**config.mk**
```make
export PLATFORM = sky130hd
export DESIGN_NAME = seg7_scan4
export DESIGN_NICKNAME = d
export VERILOG_FILES = /design/src/rtl/seg7_scan4.sv
export SDC_FILE = /design/constraint.sdc
export NUM_CORES = 1
export LEC_CHECK = 0
export ABC_AREA = 1
export CAP_MARGIN = 20
export CORE_UTILIZATION = 33
export CTS_BUF_LIST = sky130_fd_sc_hd__clkbuf_8
export CTS_CLUSTER_SIZE = 20
export DETAILED_ROUTE_END_ITERATION = 6
export PLACE_DENSITY = 0.61
export SYNTH_ARGS = -nofsm -noshare
export SYNTH_HDL_FRONTEND = slang
export SYNTH_SLANG_ARGS = --single-unit
```
**constraint.sdc**
```tcl
create_clock -name clk -period 1.74 [get_ports clk]
set_input_delay 0.261 -clock clk [delete_from_list [all_inputs] [get_ports clk]]
set_output_delay 0.261 -clock clk [all_outputs]
set_load 0.02 [all_outputs]
```
**src/rtl/seg7_scan4.sv**
```systemverilog
// Four-digit multiplexed 7-segment driver with leading-zero blanking and
// frame-synchronous display updates from a pending capture buffer.
module seg7_scan4 #(
    parameter int PRESCALE = 2000,
    parameter int BLANK    = 16
) (
    input  logic       clk,
    input  logic       rst,
    input  logic       load,
    input  logic [3:0] A,
    input  logic [3:0] B,
    input  logic [3:0] C,
    input  logic [3:0] D,
    input  logic [3:0] dp_sel,
    input  logic       lz_en,
    output logic [3:0] an,
    output logic [6:0] seg,
    output logic       dp,
    output logic       frame
);

    localparam logic [15:0] CNT_LAST = 16'(PRESCALE - 1);
    localparam logic [15:0] CNT_ON   = 16'(BLANK);

    logic [15:0] r_cnt;
    logic [1:0]  r_idx;
    logic [3:0]  r_pa, r_pb, r_pc, r_pd, r_pdp;
    logic        r_pend_v;
    logic [3:0]  r_da, r_db, r_dc, r_dd, r_ddp;
    logic [3:0]  r_an;
    logic [6:0]  r_seg;
    logic        r_dp;
    logic        r_frame;

    logic        w_wrap;
    logic        w_bnd;
    logic        w_on;
    logic [3:0]  w_dig;
    logic        w_blank;
    logic        w_dpsel;
    logic [3:0]  w_an_sel;
    logic [6:0]  w_dec;
    logic [6:0]  w_seg_nxt;
    logic [3:0]  w_an_nxt;
    logic        w_dp_nxt;

    assign w_wrap = (r_cnt == CNT_LAST);
    assign w_bnd  = w_wrap && (r_idx == 2'd3);
    assign w_on   = (r_cnt >= CNT_ON);

    // Slot 0 is the leftmost digit; blanking depends on all digits to its left.
    always_comb begin
        w_dig    = r_da;
        w_blank  = 1'b0;
        w_dpsel  = r_ddp[3];
        w_an_sel = 4'b0111;
        unique case (r_idx)
            2'd0: begin
                w_dig    = r_da;
                w_blank  = lz_en && (r_da == 4'd0);
                w_dpsel  = r_ddp[3];
                w_an_sel = 4'b0111;
            end
            2'd1: begin
                w_dig    = r_db;
                w_blank  = lz_en && (r_da == 4'd0) && (r_db == 4'd0);
                w_dpsel  = r_ddp[2];
                w_an_sel = 4'b1011;
            end
            2'd2: begin
                w_dig    = r_dc;
                w_blank  = lz_en && (r_da == 4'd0) && (r_db == 4'd0)
                           && (r_dc == 4'd0);
                w_dpsel  = r_ddp[1];
                w_an_sel = 4'b1101;
            end
            default: begin
                w_dig    = r_dd;
                w_blank  = 1'b0;
                w_dpsel  = r_ddp[0];
                w_an_sel = 4'b1110;
            end
        endcase
    end

    always_comb begin
        w_dec = 7'b0111111;
        unique case (w_dig)
            4'd0:    w_dec = 7'b1000000;
            4'd1:    w_dec = 7'b1111001;
            4'd2:    w_dec = 7'b0100100;
            4'd3:    w_dec = 7'b0110000;
            4'd4:    w_dec = 7'b0011001;
            4'd5:    w_dec = 7'b0010010;
            4'd6:    w_dec = 7'b0000010;
            4'd7:    w_dec = 7'b1111000;
            4'd8:    w_dec = 7'b0000000;
            4'd9:    w_dec = 7'b0010000;
            default: w_dec = 7'b0111111;
        endcase
    end

    assign w_seg_nxt = w_blank ? 7'b1111111 : w_dec;
    assign w_an_nxt  = w_on ? w_an_sel : 4'b1111;
    assign w_dp_nxt  = w_on ? ~w_dpsel : 1'b1;

    always_ff @(posedge clk) begin
        if (!rst) begin
            r_cnt <= 16'd0;
            r_idx <= 2'd0;
        end else if (w_wrap) begin
            r_cnt <= 16'd0;
            r_idx <= r_idx + 2'd1;
        end else begin
            r_cnt <= r_cnt + 16'd1;
        end
    end

    // Boundary transfer happens first; a coincident load refills pending.
    always_ff @(posedge clk) begin
        if (!rst) begin
            r_pa     <= 4'd0;
            r_pb     <= 4'd0;
            r_pc     <= 4'd0;
            r_pd     <= 4'd0;
            r_pdp    <= 4'd0;
            r_pend_v <= 1'b0;
            r_da     <= 4'd0;
            r_db     <= 4'd0;
            r_dc     <= 4'd0;
            r_dd     <= 4'd0;
            r_ddp    <= 4'd0;
        end else begin
            if (w_bnd && r_pend_v) begin
                r_da     <= r_pa;
                r_db     <= r_pb;
                r_dc     <= r_pc;
                r_dd     <= r_pd;
                r_ddp    <= r_pdp;
                r_pend_v <= 1'b0;
            end
            if (load) begin
                r_pa     <= A;
                r_pb     <= B;
                r_pc     <= C;
                r_pd     <= D;
                r_pdp    <= dp_sel;
                r_pend_v <= 1'b1;
            end
        end
    end

    always_ff @(posedge clk) begin
        if (!rst) begin
            r_an    <= 4'b1111;
            r_seg   <= 7'b1111111;
            r_dp    <= 1'b1;
            r_frame <= 1'b0;
        end else begin
            r_an    <= w_an_nxt;
            r_seg   <= w_seg_nxt;
            r_dp    <= w_dp_nxt;
            r_frame <= (r_cnt == 16'd0) && (r_idx == 2'd0);
        end
    end

    assign an    = r_an;
    assign seg   = r_seg;
    assign dp    = r_dp;
    assign frame = r_frame;

endmodule
```
After elaboration in Yosys (flattened, before gate mapping)
Memories as Yosys holds them, arrays and structs flattened. A register that Yosys moved wholly into a read port is not among the register bits.
Cells that the tools add are included.

storage, ports and cells
  ROM bits = 112
  memories kept = 1
  logic and storage cells = 47
  bits of input ports = 24
  register bits after elaboration = 65

memory list
  name              words  width  read ports  clocked after memory_dff  write ports  line  text
  (name not given)  16     7      1           1                         0            88    unique case (w_dig)

operators by class
  add/subtract/negate cells = 2
  reductions and logical operators = 15
  equal/unequal tests = 4
  order comparisons = 1
  mux-type cells = 6
  bitwise operators = 2

operators by type and width
  cell                     number
  $pmux W4 S3              2
  $add A16 B1 Y16 const B  1
  $eq A16 B11 Y1 const B   1
  $ge A16 B5 Y1 const B    1
  $logic_not A16 Y1        1
  $logic_not A4 Y1         3
  $logic_and A1 B1 Y1      6
  $pmux W1 S3              2
  $eq A2 B2 Y1 const B     2
  $reduce_or A2 Y1         2
  $add A2 B1 Y2 const B    1
  $eq A2 B1 Y1 const B     1
  $logic_not A2 Y1         1
  $mux W1                  2
  $not A1 Y1               2
  $reduce_and A2 Y1        1
  $reduce_bool A2 Y1       1

Longest topological paths before layout
  word-level depth = 6
  mapped depth = 12
  gate-level depth less buffers = 12

Worst setup path before layout
No wires, ideal clock.

  path type = reg2reg
  start = register r_idx[0]
  end = register r_seg[5], in the netlist seg[5]
  setup slack = -0.023 ns
  required time = 1.619 ns
  stages on the path, launching flop included = 12
  period minus slack after synthesis = 1.763 ns
  arrival = 1.642 ns
  cell sequence = dfxtp_1 inv_1 ha_1 nand2_1 nand2_1 o21ai_2 inv_1 ha_1 o21ai_0 inv_1 nand2_1 nand2_1

on the way
  word-level cells in the longest chain between the ends = 3
  elaborated cells on any way between the ends = 6
  those cells by class = eq/ne: 2; mux: 2; reduce/logical: 2

ends and longest elaborated chain
  what                                        line  text
  start: declaration                          26    logic [1:0] r_idx;
  start signal: assignment                    113   r_idx <= r_idx + 2'd1;
  $eq A2 B2 Y1, or another cell as far along  57    unique case (r_idx)
  $pmux W1 S3                                 57
  $reduce_or A2 Y1 (no line)                  n/a
  end: declaration                            31    logic [6:0] r_seg;

Parallel ways exist; a longest one is shown, timed or not.
A chain may end at the register's enable or synchronous reset.

Final worst setup path
  start = register r_idx[0]
  end = register r_seg[3], in the netlist seg[3]

The elaborated chain is that of the path after synthesis.

==> results.md <==
- CP required: 1.98 ns
- Dominant cell type by area after synthesis: dfxtp_1
- Initial antenna violation count: 0
- Starting density of the core: 34.19%
- Slowest cell delay on critical path: 0.38 ns
- Core area: 0.009284 mm^2
- Slowest cell on crit path: dfxtp_4
- CP arrival: 1.89 ns
- Seq/Total Area, Yosys: 45.41%
- Fmax: 0.6065 GHz
- Crit Path Max Fanout: 9
- Clock skew: 0.01605 ns
- Die Span X: 100.1 um
- Status: finished, final reports clean
- Mapped Nets: 483
- Final Util: 43.69%
- Synth top area cells: dfxtp_1, nor2_1, nand2_1
- CP Capture Type: register
- Latest clock arrival within the worst-skew pair: 0.36 ns
- Final period demand of the worst path: 1.649 ns
- Critical-path cell list: ha_1 > buf_4 > a21oi_1 > nand2_1 > nand2_4 > a21oi_1 > nor2_2 > nand2_1
- Cells after DPL: 611
- Yosys warnings: 0
- DR vias: 2,800
- Max_cap viols: 0
- First-pass GRT wire length: 11,430 um
- DRC violations left: 0
- Post-synth cell types: 31
- Number of synthesized register bits: 72
- Antenna cells: 0
- Routability cong.: 0.9023
- IO Pins: 37
- Number of DRC markers in iteration 0: 105
- Vias in the first global route: 2,588
- Drt pass-1 iters: 4
- Worst-Margin Slew: 0.6527 ns
- FFs w/ async S/R, synth: 0%
- CTS tree: yes
- Count leader, synth: nor2_1
- Vias per inst: 4.459
- CTS buffer count: 9
- I/O Buffers: 36
- Startpoint Class: register
- Hold Path Class: in -> reg
- Final setup vio count: 0
- # H-tree levels: 3
- Layout area overhead: 27.79%
- # nets final: 528
- Worst setup path category: reg -> reg
- Fin cells: 628
- Routed Wire Length: 6939 um
- RSZ-0062 raised after global routing: no
- Largest net degree at the start of global routing: 42
- Final Max Slew Viols: 0
- Cell Pwr Density: 879.5 mW/mm^2
- Cell Area, Synth: 0.003174 mm^2
- Hold-fix buffers, CTS: 0
- Pwr Total: 3.567 mW
- Antenna viol nets, final: 0
- Layout cells sized above 1: 11.22%
- Clock Tree Buf Depth: 2
- Slew HR: 56.44%
- Pleak: 1.835 nW
- Post-synth EDFFs: 0
- Die Ht: 100.1 um
- # clock sinks: 72
- Remaining global-route overflow: 0
- GRT Total Usage: 14.56%
- Synth Flop Type: dfxtp_1
- CTS root buf: clkbuf_8
- Reg clk slew, reported paths: 0.09 ns
- Syn Inst Count: 449
- Final Cycle Share: 94.76%
- Avg Cell Area, Syn: 7.070 um^2
- Worst vdd ir: 348.6 uV
- Final hold viol count: 0
- Row Count: 35
- Top-area cell type share of the netlist area: 45.41%
- Die area: 0.01002 mm^2
- Post-synth top cells: nor2_1, nand2_1, dfxtp_1
- Average wire per standard cell: 11.05 um
- Post-detail-place hpwl: 4736 um
## placed cells by master (no fill, tap or decap), types with 2 or more instances in the layout
cell type        count
o21ai_2              2
ha_1                 6
nor3_1               4
a21oi_1             13
nor2_2               2
dfxtp_4              2
o21ai_0             26
inv_2                6
ha_4                 3
nor2_4               3
inv_1               40
nand3_1             20
inv_4                2
nand2_2              2
bufinv_16            3
nand4_1              5
clkdlybuf4s50_1     36
nor2_1             107
inv_6                3
buf_4               11
clkbuf_8             9
or2_0                2
nand2_1            101
o21ai_1              3
dfxtp_1             70
xor2_1               4
buf_12               2
## worst paths after layout
| kind | startpoint | end | slack [ns] | cells after the start |
|---|---|---|---|---|
| hold reg to reg | r_cnt[0] | r_cnt[0] | 0.48 | 1 |
| hold / removal | dp_sel[1] | r_pdp[1] | 0.47 | 3 |
| setup / recovery | r_idx[0] | seg[3] | 0.09 | 8 |
| setup reg to reg | r_idx[0] | seg[3] | 0.09 | 8 |
## flip-flops by register name, summed over array words and instances, names as in the netlist, 2 cells and up
name,cells
r_pd,4
r_dc,4
r_pb,4
seg,7
r_pdp,4
r_ddp,4
r_db,4
r_da,4
r_cnt,16
r_dd,4
an,4
r_idx,2
r_pa,4
r_pc,4
## area by class of cell
type	instances	area [um^2]
sequential	72	1449
inverter	48	185.2
clock buffer	9	123.9
timing repair buffer	49	483.0
clock inverter	7	125.1
multi-input combinational	314	1529
tap	129	161.4
fill	1005	5228
## power breakdown
part	leakage [nW]	switching [mW]	total, mW	internal, mW
registers	0.590	0.0240	1.72	1.69
clock network	0.125	0.682	1.65	0.970
logic	1.12	0.0961	0.199	0.103
total	1.84	0.802	3.57	2.77
## critical path: cells and delay by family (launching register included)
| family | cells | cell delay, ns |
|---|---|---|
| adders and majority gates | 1 | 0.22 |
| DFF | 1 | 0.38 |
| buffers and inverters | 1 | 0.17 |
| AOI/OAI and AO/OA | 2 | 0.27 |
| and+or+nand+nor | 4 | 0.51 |
## metrics by stage
step,TNS (ns),setup slack (ns),hold slack (ns),instance area [um^2]
floorplan,0,0.01284,0.3959,3174
global placement,0,0.02323,0.4433,3734
detailed placement,-0.4443,-0.1488,0.4633,3734
CTS,0,0.01487,0.4624,4018
global route,0,0.002041,0.4658,4056
finish,0,0.09116,0.4748,4056
## cell families after synthesis
| family | Yosys count | share of synthesized area, % |
|---|---|---|
| adders and majority gates | 10 | 3.942 |
| xor gates and xnor gates | 4 | 1.104 |
| buffers and inverters | 63 | 8.120 |
| DFF | 72 | 45.41 |
| and+or+nand+nor | 251 | 33.07 |
| AOI/OAI and AO/OA | 49 | 8.357 |
## routing by layer
| metal | share of wire, % | track usage, % | up-vias |
|---|---|---|---|
| met2 | 43 | 22.65 | 59 |
| met3 | 3.8 | 4.178 | 10 |
| met5 | 0 | 0 | - |
| met4 | 2.0 | 6.577 | 0 |
| li1 | - | - | 1484 |
| met1 | 51 | 18.73 | 1247 |
## timing repair
action | 4_1_cts | 5_1_grt
resized for setup | 12 | 11
buffers inserted | 0 | 1
endpoints found under the setup margin | 6 | 6
pin swaps | 1 | 2
endpoints found under the hold margin | 0 | 0
No activity file was read; power rests on OpenSTA's default activity.
